### config.mk
export PLATFORM = sky130hd
export DESIGN_NAME = ram_arbiter
export DESIGN_NICKNAME = d
export VERILOG_FILES = /design/src/rtl/ram_arbiter.sv
export SDC_FILE = /design/constraint.sdc
export NUM_CORES = 1
export LEC_CHECK = 0
export ABC_AREA = 1
export BUFFER_PORTS_ARGS = -buffer_cell sky130_fd_sc_hd__buf_2
export CAP_MARGIN = 25
export CORE_AREA = 10 10 89 91
export CTS_CLUSTER_SIZE = 12
export DETAILED_ROUTE_END_ITERATION = 8
export DIE_AREA = 0 0 99 101
export PLACE_DENSITY = 0.73
export REMOVE_ABC_BUFFERS = 1
export SETUP_SLACK_MARGIN = 0.2
export SYNTH_ARGS = -nofsm -noshare
export SYNTH_HDL_FRONTEND = slang
export SYNTH_SLANG_ARGS = --single-unit
### constraint.sdc
create_clock -name clk -period 3.45 [get_ports clk]
set_input_delay 0.345 -clock clk [delete_from_list [all_inputs] [get_ports clk]]
set_output_delay 0.345 -clock clk [all_outputs]
set_load 0.02 [all_outputs]
### src/rtl/ram_arbiter.sv
// Two-port arbiter for the single-port data RAM. Port 0 (CPU) has fixed priority.
// Port 1 gets a forced grant after MAX_WAIT blocked cycles, so it cannot starve.
module ram_arbiter #(
    parameter int ADDR_W   = 16,
    parameter int DATA_W   = 32,
    parameter int MAX_WAIT = 4
) (
    input  logic              clk,
    input  logic              rst_n,
    input  logic              p0_req,
    input  logic              p0_wen,
    input  logic [ADDR_W-1:0] p0_addr,
    input  logic [DATA_W-1:0] p0_wdata,
    output logic              p0_gnt,
    output logic              p0_rvalid,
    output logic [DATA_W-1:0] p0_rdata,
    input  logic              p1_req,
    input  logic              p1_wen,
    input  logic [ADDR_W-1:0] p1_addr,
    input  logic [DATA_W-1:0] p1_wdata,
    output logic              p1_gnt,
    output logic              p1_rvalid,
    output logic [DATA_W-1:0] p1_rdata,
    output logic [ADDR_W-1:0] ram_addr,
    output logic [DATA_W-1:0] ram_in,
    output logic              ram_wen,
    input  logic [DATA_W-1:0] ram_out
);

    localparam logic [3:0] MAX_WAIT_C = 4'(MAX_WAIT);

    logic [3:0] r_wait_cnt;
    logic       r_p0_rvalid;
    logic       r_p1_rvalid;
    logic       w_force;
    logic       w_p0_gnt;
    logic       w_p1_gnt;

    // Grants are gated by rst_n so nothing reaches the RAM while reset is held.
    assign w_force  = p1_req & (r_wait_cnt == MAX_WAIT_C);
    assign w_p1_gnt = rst_n & p1_req & (w_force | ~p0_req);
    assign w_p0_gnt = rst_n & p0_req & ~w_p1_gnt;

    assign p0_gnt    = w_p0_gnt;
    assign p1_gnt    = w_p1_gnt;
    assign p0_rvalid = r_p0_rvalid;
    assign p1_rvalid = r_p1_rvalid;
    assign p0_rdata  = r_p0_rvalid ? ram_out : '0;
    assign p1_rdata  = r_p1_rvalid ? ram_out : '0;

    // NOTE: every output gets a default first so the mux cannot infer a latch.
    always_comb begin
        ram_addr = '0;
        ram_in   = '0;
        ram_wen  = 1'b0;
        if (w_p1_gnt) begin
            ram_addr = p1_addr;
            ram_in   = p1_wdata;
            ram_wen  = p1_wen;
        end else if (w_p0_gnt) begin
            ram_addr = p0_addr;
            ram_in   = p0_wdata;
            ram_wen  = p0_wen;
        end
    end

    // NOTE: sequential state uses non-blocking assignments only.
    always_ff @(posedge clk or negedge rst_n) begin
        if (!rst_n) begin
            r_wait_cnt  <= 4'd0;
            r_p0_rvalid <= 1'b0;
            r_p1_rvalid <= 1'b0;
        end else begin
            r_p0_rvalid <= w_p0_gnt & ~p0_wen;
            r_p1_rvalid <= w_p1_gnt & ~p1_wen;
            if (w_p1_gnt || !p1_req)
                r_wait_cnt <= 4'd0;
            else if (r_wait_cnt < MAX_WAIT_C)
                r_wait_cnt <= r_wait_cnt + 4'd1;
        end
    end

endmodule

; After elaboration in Yosys (flattened, before gate mapping)
; Cells that the tools add are included.
; W data, S select, Z words.
[classes]
addsub = 1
multipliers = 0
div = 0
n_lt_le_gt_ge = 1
n_eq_ne = 1
n_shift = 0
mux = 10
bitwise_logic = 12
n_reduce_logical = 3
[op_table]
columns = cell, n
row1 = $mux W32, 4
row2 = $mux W16, 2
row3 = $mux W4, 2
row4 = $and A1 B1 Y1, 7
row5 = $add A4 B1 Y4 const B, 1
row6 = $eq A4 B3 Y1 const B, 1
row7 = $lt A4 B3 Y1 const B, 1
row8 = $not A1 Y1, 4
row9 = $mux W1, 2
row10 = $reduce_bool A2 Y1, 1
row11 = $logic_not A1 Y1, 1
row12 = $logic_or A1 B1 Y1, 1
row13 = $or A1 B1 Y1, 1
[word_totals]
register_bits = 6
latch_bits = 0
mem_bits_rw = 0
rom_bits = 0
in_bits = 134
out_inout_bits = 117
wordCells = 31
memories = 0

; Logic depth before layout (Yosys ltp)
; Gate-level depths: netlist of run 1.
[logic_depth]
ltp_word = 8
mapped_depth = 8
mapped_depth_nobuf = 7

; Least setup slack after synthesis of run 1
; Ideal clock, no wire load.
[synth_path]
path_type = register to output
from = register r_wait_cnt[0]
to = output ram_addr[10]
arrival_time_ps = 1322
t_required_ps = 3105
slack_ps = 1783
stages_incl_launch_ff = 8
path_buffers = 1
cell_sequence = dfrtp_1 > inv_1 > ha_1 > nand3_2 > a21oi_4 > buf_8 > nand2_2 > nand2_1
[synth_via]
elab_chain_cells = 8
[synth_lines]
columns = item, line_no
row1 = start: declaration, 32  ; logic [3:0] r_wait_cnt;
row2 = start signal: assignment, 79  ; r_wait_cnt <= r_wait_cnt + 4'd1;
row3 = $eq A4 B3 Y1 (*), 40  ; assign w_force = p1_req & (r_wait_cnt == MAX_WAIT_C);
row4 = $and A1 B1 Y1 (*), 40
row5 = $or A1 B1 Y1 (*), 41  ; assign w_p1_gnt = rst_n & p1_req & (w_force | ~p0_req);
row6 = $and A1 B1 Y1 (*), 41
row7 = named net p1_gnt, 21  ; output logic p1_gnt,
row8 = $not A1 Y1, 42  ; assign w_p0_gnt = rst_n & p0_req & ~w_p1_gnt;
row9 = $and A1 B1 Y1, 42
row10 = $mux W16, 60  ; end else if (w_p0_gnt) begin
row11 = $mux W16 (*), 56  ; if (w_p1_gnt) begin
row12 = end: declaration, 24  ; output logic [ADDR_W-1:0] ram_addr,
; Mark *: on every way through the listed nets, which the timed path passes. The rest lies on a longest branch.

; Worst setup path in the final report of run 1
[layout_path]
from = input rst_n
to = output ram_addr[11]
[layout_via]
elab_chain_cells = 6
elab_cells_between_ends = 7
classes_between = mux (2) / bitwise (5)
[layout_lines]
columns = item, line_no
row1 = start: declaration, 9  ; input logic rst_n,
row2 = $and A1 B1 Y1 (2 in series), 41
row3 = $not A1 Y1, 42
row4 = $and A1 B1 Y1, 42
row5 = $mux W16, 60
row6 = $mux W16 (*), 56
; Mark *: on every way between the ends. The rest lies on a longest branch, timed or not.

==> metrics.md, run 1 <==
| Metric | Value |
|---|---|
| Worst Max-Slew Pin Slew | `between 0.9 and 1 ns` |
| Max layer used | `met4` |
| Initial Utilization | `between 20% and 30%` |
| # IOs | `between 200 and 300` |
| Worst r2r dst | `r_wait_cnt[3]$_DFFE_PN0P_` |
| First-pass GRT wire length | `14460 um` |
| Proportion of layout cells with a drive suffix above 1 | `a little under half` |
| Hold_buf cts | `1` |
| TritonCTS Buffers | `3` |
| Routed vias/inst | `4.204` |
| Core area | `just over 6000 sq um` |
| Die width | `around 99 um` |
| DR WL met3 | `1201 um` |
| Final ANT Viol Nets | `0` |
| Die Height | `101 um` |
| Critical Path Start | `rst_n` |
| Nets | `between 700 and 800` |
| Most frequent cells in the layout | `buf_2, nand2_1, inv_1, nand3_1, nand2_2` |
| Routed vias | `roughly 2700` |
| CP max stage delay | `~0.63 ns` |
| Arrival time worst endpoint | `2.40 ns` |
| Max FO, Critical Path | `between 50 and 60` |
| Critical path startpoint category | `primary input` |
| DIE AREA | `between 9000 and 10000 sq um` |
| Vias in the first global route | `2790` |
| Fmax | `around 360 MHz` |
| Post-CTS repair timing setup buffer count | `0` |
| Critical-path cell list | `dlygate4sd3_1 > buf_2 > nand2_1 > inv_1 > nand2_2 > nand3_1 > nand2_1 > buf_2` |
| Post-cts sizing count | `0` |
| Drt first pass iters | `4` |
| Final Slew Violations | `0` |
| Largest net degree at the start of global routing | `53` |
| Register area share after synthesis | `9.709%` |
| Final setup violating endpoints | `0` |
| Final Cycle Share | `~80%` |
| Leak pwr | `between 0.002 and 0.0025 uW` |
| Row count | `29` |
| Slowest-stage cell, CP | `nand2_2` |
| Synthesized area per cell | `4.701 sq um` |
| Yosys reg bits | `6` |
| Clk Tree Root Cell | `clkbuf_8` |
| Outcome | `finished, final reports clean` |
| Clock Latency Late Sink | `between 0.2 and 0.25 ns` |
| Drc violations | `0` |
| CTS tree | `yes` |
| DRT iter0 DRCs | `about 80` |
| Minimum clock period | `2.747 ns` |
| Post-Syn Area | `about 1500 sq um` |
| Worst vdd rail ir drop | `around 0.12 mV` |
| Unique masters post-synth | `16` |
| PnR worst setup slack | `between 0.7 and 0.8 ns` |
| Worst Setup EP | `ram_addr[11]` |
| Synth Instances | `329` |
| RD Place Congestion | `0.8651` |
| Hold Crit Class | `primary input to flip-flop` |
| Clock Skew | `around 0.00056 ns` |
| Layout area overhead | `83.33%` |
| Num Clock Sinks | `6` |
| Worst Path Class, Setup | `primary input to output pin` |
| Worst-path clk slew | `approximately 0.030 ns` |
| Max_slew headroom | `between 30% and 40%` |
| Initial antenna violation count | `1` |
| Worst Setup End Kind | `output pin` |
| Total GRT Usage | `between 10% and 20%` |
| # Max-Cap Violations | `0` |
| Final Hold Viols | `0` |
| Commonest non-fill, non-tap cell in the layout | `buf_2` |
| RSZ-0062 raised after global routing | `no` |
| Metal2 WL | `roughly 4900 um` |
| Reg-to-reg startpoint | `r_wait_cnt[0]$_DFFE_PN0P_` |
| Detail Placement HPWL | `roughly 8400 um` |
| DRT Wirelength | `roughly 9500 um` |
| Critical path required time | `around 3.1 ns` |
| Maximum clock path buffer count | `2` |
| Worst slack, placed | `~1.1 ns` |
| Power Dens Cells | `between 150 and 200 nW/um^2` |
| Met1 wire length | `around 3200 um` |
| Port Buffer Count | `between 200 and 300` |
| Synth warn | `0` |
| Setup TNS Final | `0 ns` |
| R2r worst-path depth | `7` |
| Grt ovf | `0` |
| H-tree lvl count | `1` |
| DR WL/cell | `approximately 15 um` |
| R2r setup slk | `1.49 ns` |
## metrics by stage
stage | std cells | total power [uW] | area, sq um | hold slack, ns | util, %
floorplan | 308 | 232.0 | 1414 | 0.04941 | -
global placement | 636 | 388.8 | 2781 | 0.1842 | 44.83
detailed placement | 636 | 392.7 | 2781 | 0.1880 | 44.83
CTS | 640 | 500.8 | 2833 | 0.2806 | 45.65
global route | 641 | 534.7 | 2835 | 0.2830 | 45.69
finish | 641 | 490.5 | 2835 | 0.2851 | 45.69
## kinds of logic (layout without fill, tap and decap cells)
kind of cell	Yosys count	in the layout	synth area share, %
compound gates	3	3	1.699
xor+xnor	1	1	0.5664
fa+ha+maj	2	2	1.618
buf+inv	91	325	25.57
flops	6	6	9.708
other cells	0	1	0
simple gates	226	226	60.84
## metal layers
metal,up-vias,GRT usage [%]
met5,-,0
met1,1106,17.58
met4,0,4.079
met2,162,31.76
met3,6,7.888
li1,1421,-
## flip-flops by register name, indices dropped and copies added (netlist names)
signal	count
p0_rvalid	1
r_wait_cnt	4
p1_rvalid	1
## worst max-delay path: cells and delay by family
kind | cells | cell delay [ns]
AND/OR/NAND/NOR | 4 | 1.08
buffers and inverters | 4 | 0.94
## cells in the mapped netlist
cell type	number	share of area, %
xor2_1	1	0.57
a21oi_1	2	0.65
nand2_1	158	38
inv_1	68	17
a21oi_4	1	1.1
nand3_1	49	16
buf_2	10	3.2
dfrtp_1	6	9.7
nand3_2	1	0.65
ha_1	2	1.6
buf_6	4	2.9
nand2_2	10	4.0
nor2_1	8	1.9
buf_8	1	0.97
inv_2	2	0.49
clkbuf_1	6	1.5
## layout make-up
class / count / area (sq um)
multi-input cells: 232 / 1001
fillers: 701 / 3369
inverters: 70 / 262.8
repair buffers: 252 / 1281
well taps: 77 / 96.34
diodes: 1 / 2.502
flip-flops and latches: 6 / 150.1
clock buffers: 3 / 41.29
## where the power goes
| group | internal [uW] | switching (uW) |
|---|---|---|
| clock network | 74.8 | 28.2 |
| registers | 75.2 | 9.14 |
| logic | 122 | 181 |
## worst min-delay path by stage
| stage | startpoint | end | slack, ns | cells past startpoint |
|---|---|---|---|---|
| 6_report | p1_wen | p1_rvalid$_DFF_PN0_ | 0.29 | 2 |
| 5_1_grt | p1_wen | p1_rvalid$_DFF_PN0_ | 0.28 | 2 |
| 4_1_cts | p1_wen | p1_rvalid$_DFF_PN0_ | 0.28 | 2 |
| 3_5_place_dp | rst_n | p1_rvalid$_DFF_PN0_ | 0.19 | 1 |
| 3_3_place_gp | rst_n | p1_rvalid$_DFF_PN0_ | 0.18 | 1 |
| 2_1_floorplan | rst_n | p0_rvalid$_DFF_PN0_ | 0.05 | 0 |
Note: power is estimated with default switching activity, not from simulation.
==> run 2, diff against run 1 <==
Settings changed: CORE_AREA 10 10 89 91 to unset, CORE_MARGIN set to 10, CORE_UTILIZATION set to 26, DIE_AREA 0 0 99 101 to unset, PLACE_DENSITY 0.73 to 0.78.
Clock period 3.45 ns to 2.41 ns, I/O delays scaled along.
==> metrics.md, run 2 (synthesis gave the netlist of run 1 again) <==
| Metric | Value |
|---|---|
| Outcome | `finished, final reports clean` |
| # Max-Cap Violations | `0 (unchanged)` |
| H-tree lvl count | `1 (unchanged)` |
| Critical path required time | `2.17 ns (-0.94 ns)` |
| Max FO, Critical Path | `50 (-3.8%)` |
| Hold_buf cts | `1 (unchanged)` |
| Post-CTS repair timing setup buffer count | `0 (unchanged)` |
| Nets | `704 (+0.43%)` |
| Maximum clock path buffer count | `2 (unchanged)` |
| Total GRT Usage | `17.67% (+0.30 points)` |
| Vias in the first global route | `2775 (-0.54%)` |
| TritonCTS Buffers | `3 (unchanged)` |
| Worst hold slack | `0.1900 ns (-0.09511 ns)` |
| Arrival time worst endpoint | `1.73 ns (-0.67 ns)` |
| First-pass GRT wire length | `14230 um (-1.6%)` |
| Initial Utilization | `26.43% (+1.5 points)` |
| Worst Setup End Kind | `output pin` |
| Commonest non-fill, non-tap cell in the layout | `buf_2` |
| Final ANT Viol Nets | `0 (unchanged)` |
| Worst slack, placed | `0.6228 ns (-0.5104 ns)` |
| Clk Tree Root Cell | `clkbuf_8` |
| RSZ-0062 raised after global routing | `no` |
| Max_slew headroom | `46.93% (+12 points)` |
| Clock Skew | `0.003030 ns (+0.002470 ns)` |
| Drt first pass iters | `4 (unchanged)` |
| Final setup violating endpoints | `0 (unchanged)` |
| Minimum clock period | `1.967 ns` |
| Port Buffer Count | `250 (unchanged)` |
| Proportion of layout cells with a drive suffix above 1 | `47.88% (+0.28 points)` |
| R2r setup slk | `1.00 ns (-0.49 ns)` |
| Grt ovf | `0 (unchanged)` |
| Final Slew Violations | `0 (unchanged)` |
| Critical path startpoint category | `flip-flop` |
| Clock Latency Late Sink | `0.22 ns (about the same)` |
| Die Height | `97.13 um (-3.8%)` |
| DIE AREA | `9433 sq um (-5.7%)` |
| Biggest register | `r_wait_cnt` |
| Final Hold Viols | `0 (unchanged)` |
| Hold Crit Class | `primary input to flip-flop` |
| Worst-path clk slew | `0.04 ns (about the same)` |
| Routed vias/inst | `4.354 (+3.6%)` |
| Diode count | `0 (-1)` |
| DR WL/cell | `14.51 um (-1.7%)` |
| Initial antenna violation count | `1 (unchanged)` |
| Die width | `97.13 um (-1.9%)` |
| CTS tree | `yes` |
| Power Dens Cells | `246.5 nW/um^2 (+42%)` |
| Num Clock Sinks | `6 (unchanged)` |
| Detail Placement HPWL | `8167 um (-2.2%)` |
| DRT Wirelength | `9300 um (-1.7%)` |
| RD Place Congestion | `0.8879 (+2.6%)` |
| Most frequent cells in the layout | `buf_2, nand2_1, inv_1, nand3_1, nand2_2` |
| Worst Max-Slew Pin Slew | `0.7949 ns (-0.1791 ns)` |
| Number of flip-flops in the largest register | `4 (unchanged)` |
| Row count | `28 (-3.4%)` |
| Layout area overhead | `85.28%` |
| PnR worst setup slack | `0.4431 ns (-0.2595 ns)` |
| Worst Path Class, Setup | `flip-flop to output pin` |
| Setup TNS Final | `0 ns (unchanged)` |
| DRT iter0 DRCs | `79 (-3.7%)` |
| Post-cts sizing count | `0 (unchanged)` |
| Final design utilization | `48.97% (+3.3 points)` |
| Core area | `5851 sq um (-5.7%)` |
| # IOs | `251 (unchanged)` |
| Leak pwr | `0.002440 uW (+0.87%)` |
| Drc violations | `0 (unchanged)` |
| Final Cycle Share | `81.61%` |
| Fmax | `between 500 and 600 MHz` |
| Largest net degree at the start of global routing | `53 (unchanged)` |
| Worst vdd rail ir drop | `0.1432 mV (+19%)` |
| Routed vias | `2791 (+3.6%)` |
run 2: changes by cell type in the layout (fill, tap and decap cells not counted), sizes merged:
cell   delta
buf       +3
diode     -1
run 2: layer usage:
metal | vias up | global-route usage, % | wire length (um) | part of all wire, %
met2 | 166 | 30.66 | 4386 | 47
met4 | 2 | 4.427 | 183 | 2.0
li1 | 1425 | - | - | -
met1 | 1182 | 18.33 | 3385 | 36
met3 | 16 | 9.175 | 1326 | 14
met5 | - | 0 | 18 | 0.19
run 2: cell type report:
cell class | instances | area [sq um]
repair buffers | 255 | 1316
multi-input cells | 232 | 1001
fillers | 633 | 2985
well taps | 75 | 93.84
inverters | 70 | 262.8
flip-flops and latches | 6 | 150.1
clock buffers | 3 | 41.29
run 2: critical path: stages, from the launching register on:
cell     delay (ns)
dfrtp_1        0.37
inv_1          0.09
ha_1           0.16
nand3_2        0.10
a21oi_4        0.15
buf_12         0.24
nand2_1        0.11
nand2_1        0.08
buf_2          0.16
run 2: power by group:
| group | internal (uW) | leakage (uW) | switching, uW |
|---|---|---|---|
| registers | 108 | 0.0000811 | 3.54 |
| logic | 178 | 0.00234 | 273 |
| clock network | 107 | 0.0000216 | 36.5 |
run 2: per-stage QoR:
stage          cell area (sq um)  cells  total power, uW
4_1_cts                     2865    641            714.9
5_1_grt                     2865    641            759.7
6_report                    2865    641            706.3
2_1_floorplan               1414    308            332.1
3_3_place_gp                2814    637            559.7
3_5_place_dp                2814    637            566.6
run 2: final timing paths:
kind,from,endpoint,cells past startpoint
worst max-delay path,r_wait_cnt[0]$_DFFE_PN0P_,ram_addr[5],8
worst min-delay path,p1_wen,p1_rvalid$_DFF_PN0_,2
worst max register to register,r_wait_cnt[0]$_DFFE_PN0P_,r_wait_cnt[3]$_DFFE_PN0P_,8
worst min register to register,r_wait_cnt[3]$_DFFE_PN0P_,r_wait_cnt[3]$_DFFE_PN0P_,2
max in group asynchronous,rst_n,r_wait_cnt[3]$_DFFE_PN0P_,2
min in group asynchronous,rst_n,r_wait_cnt[1]$_DFFE_PN0P_,2
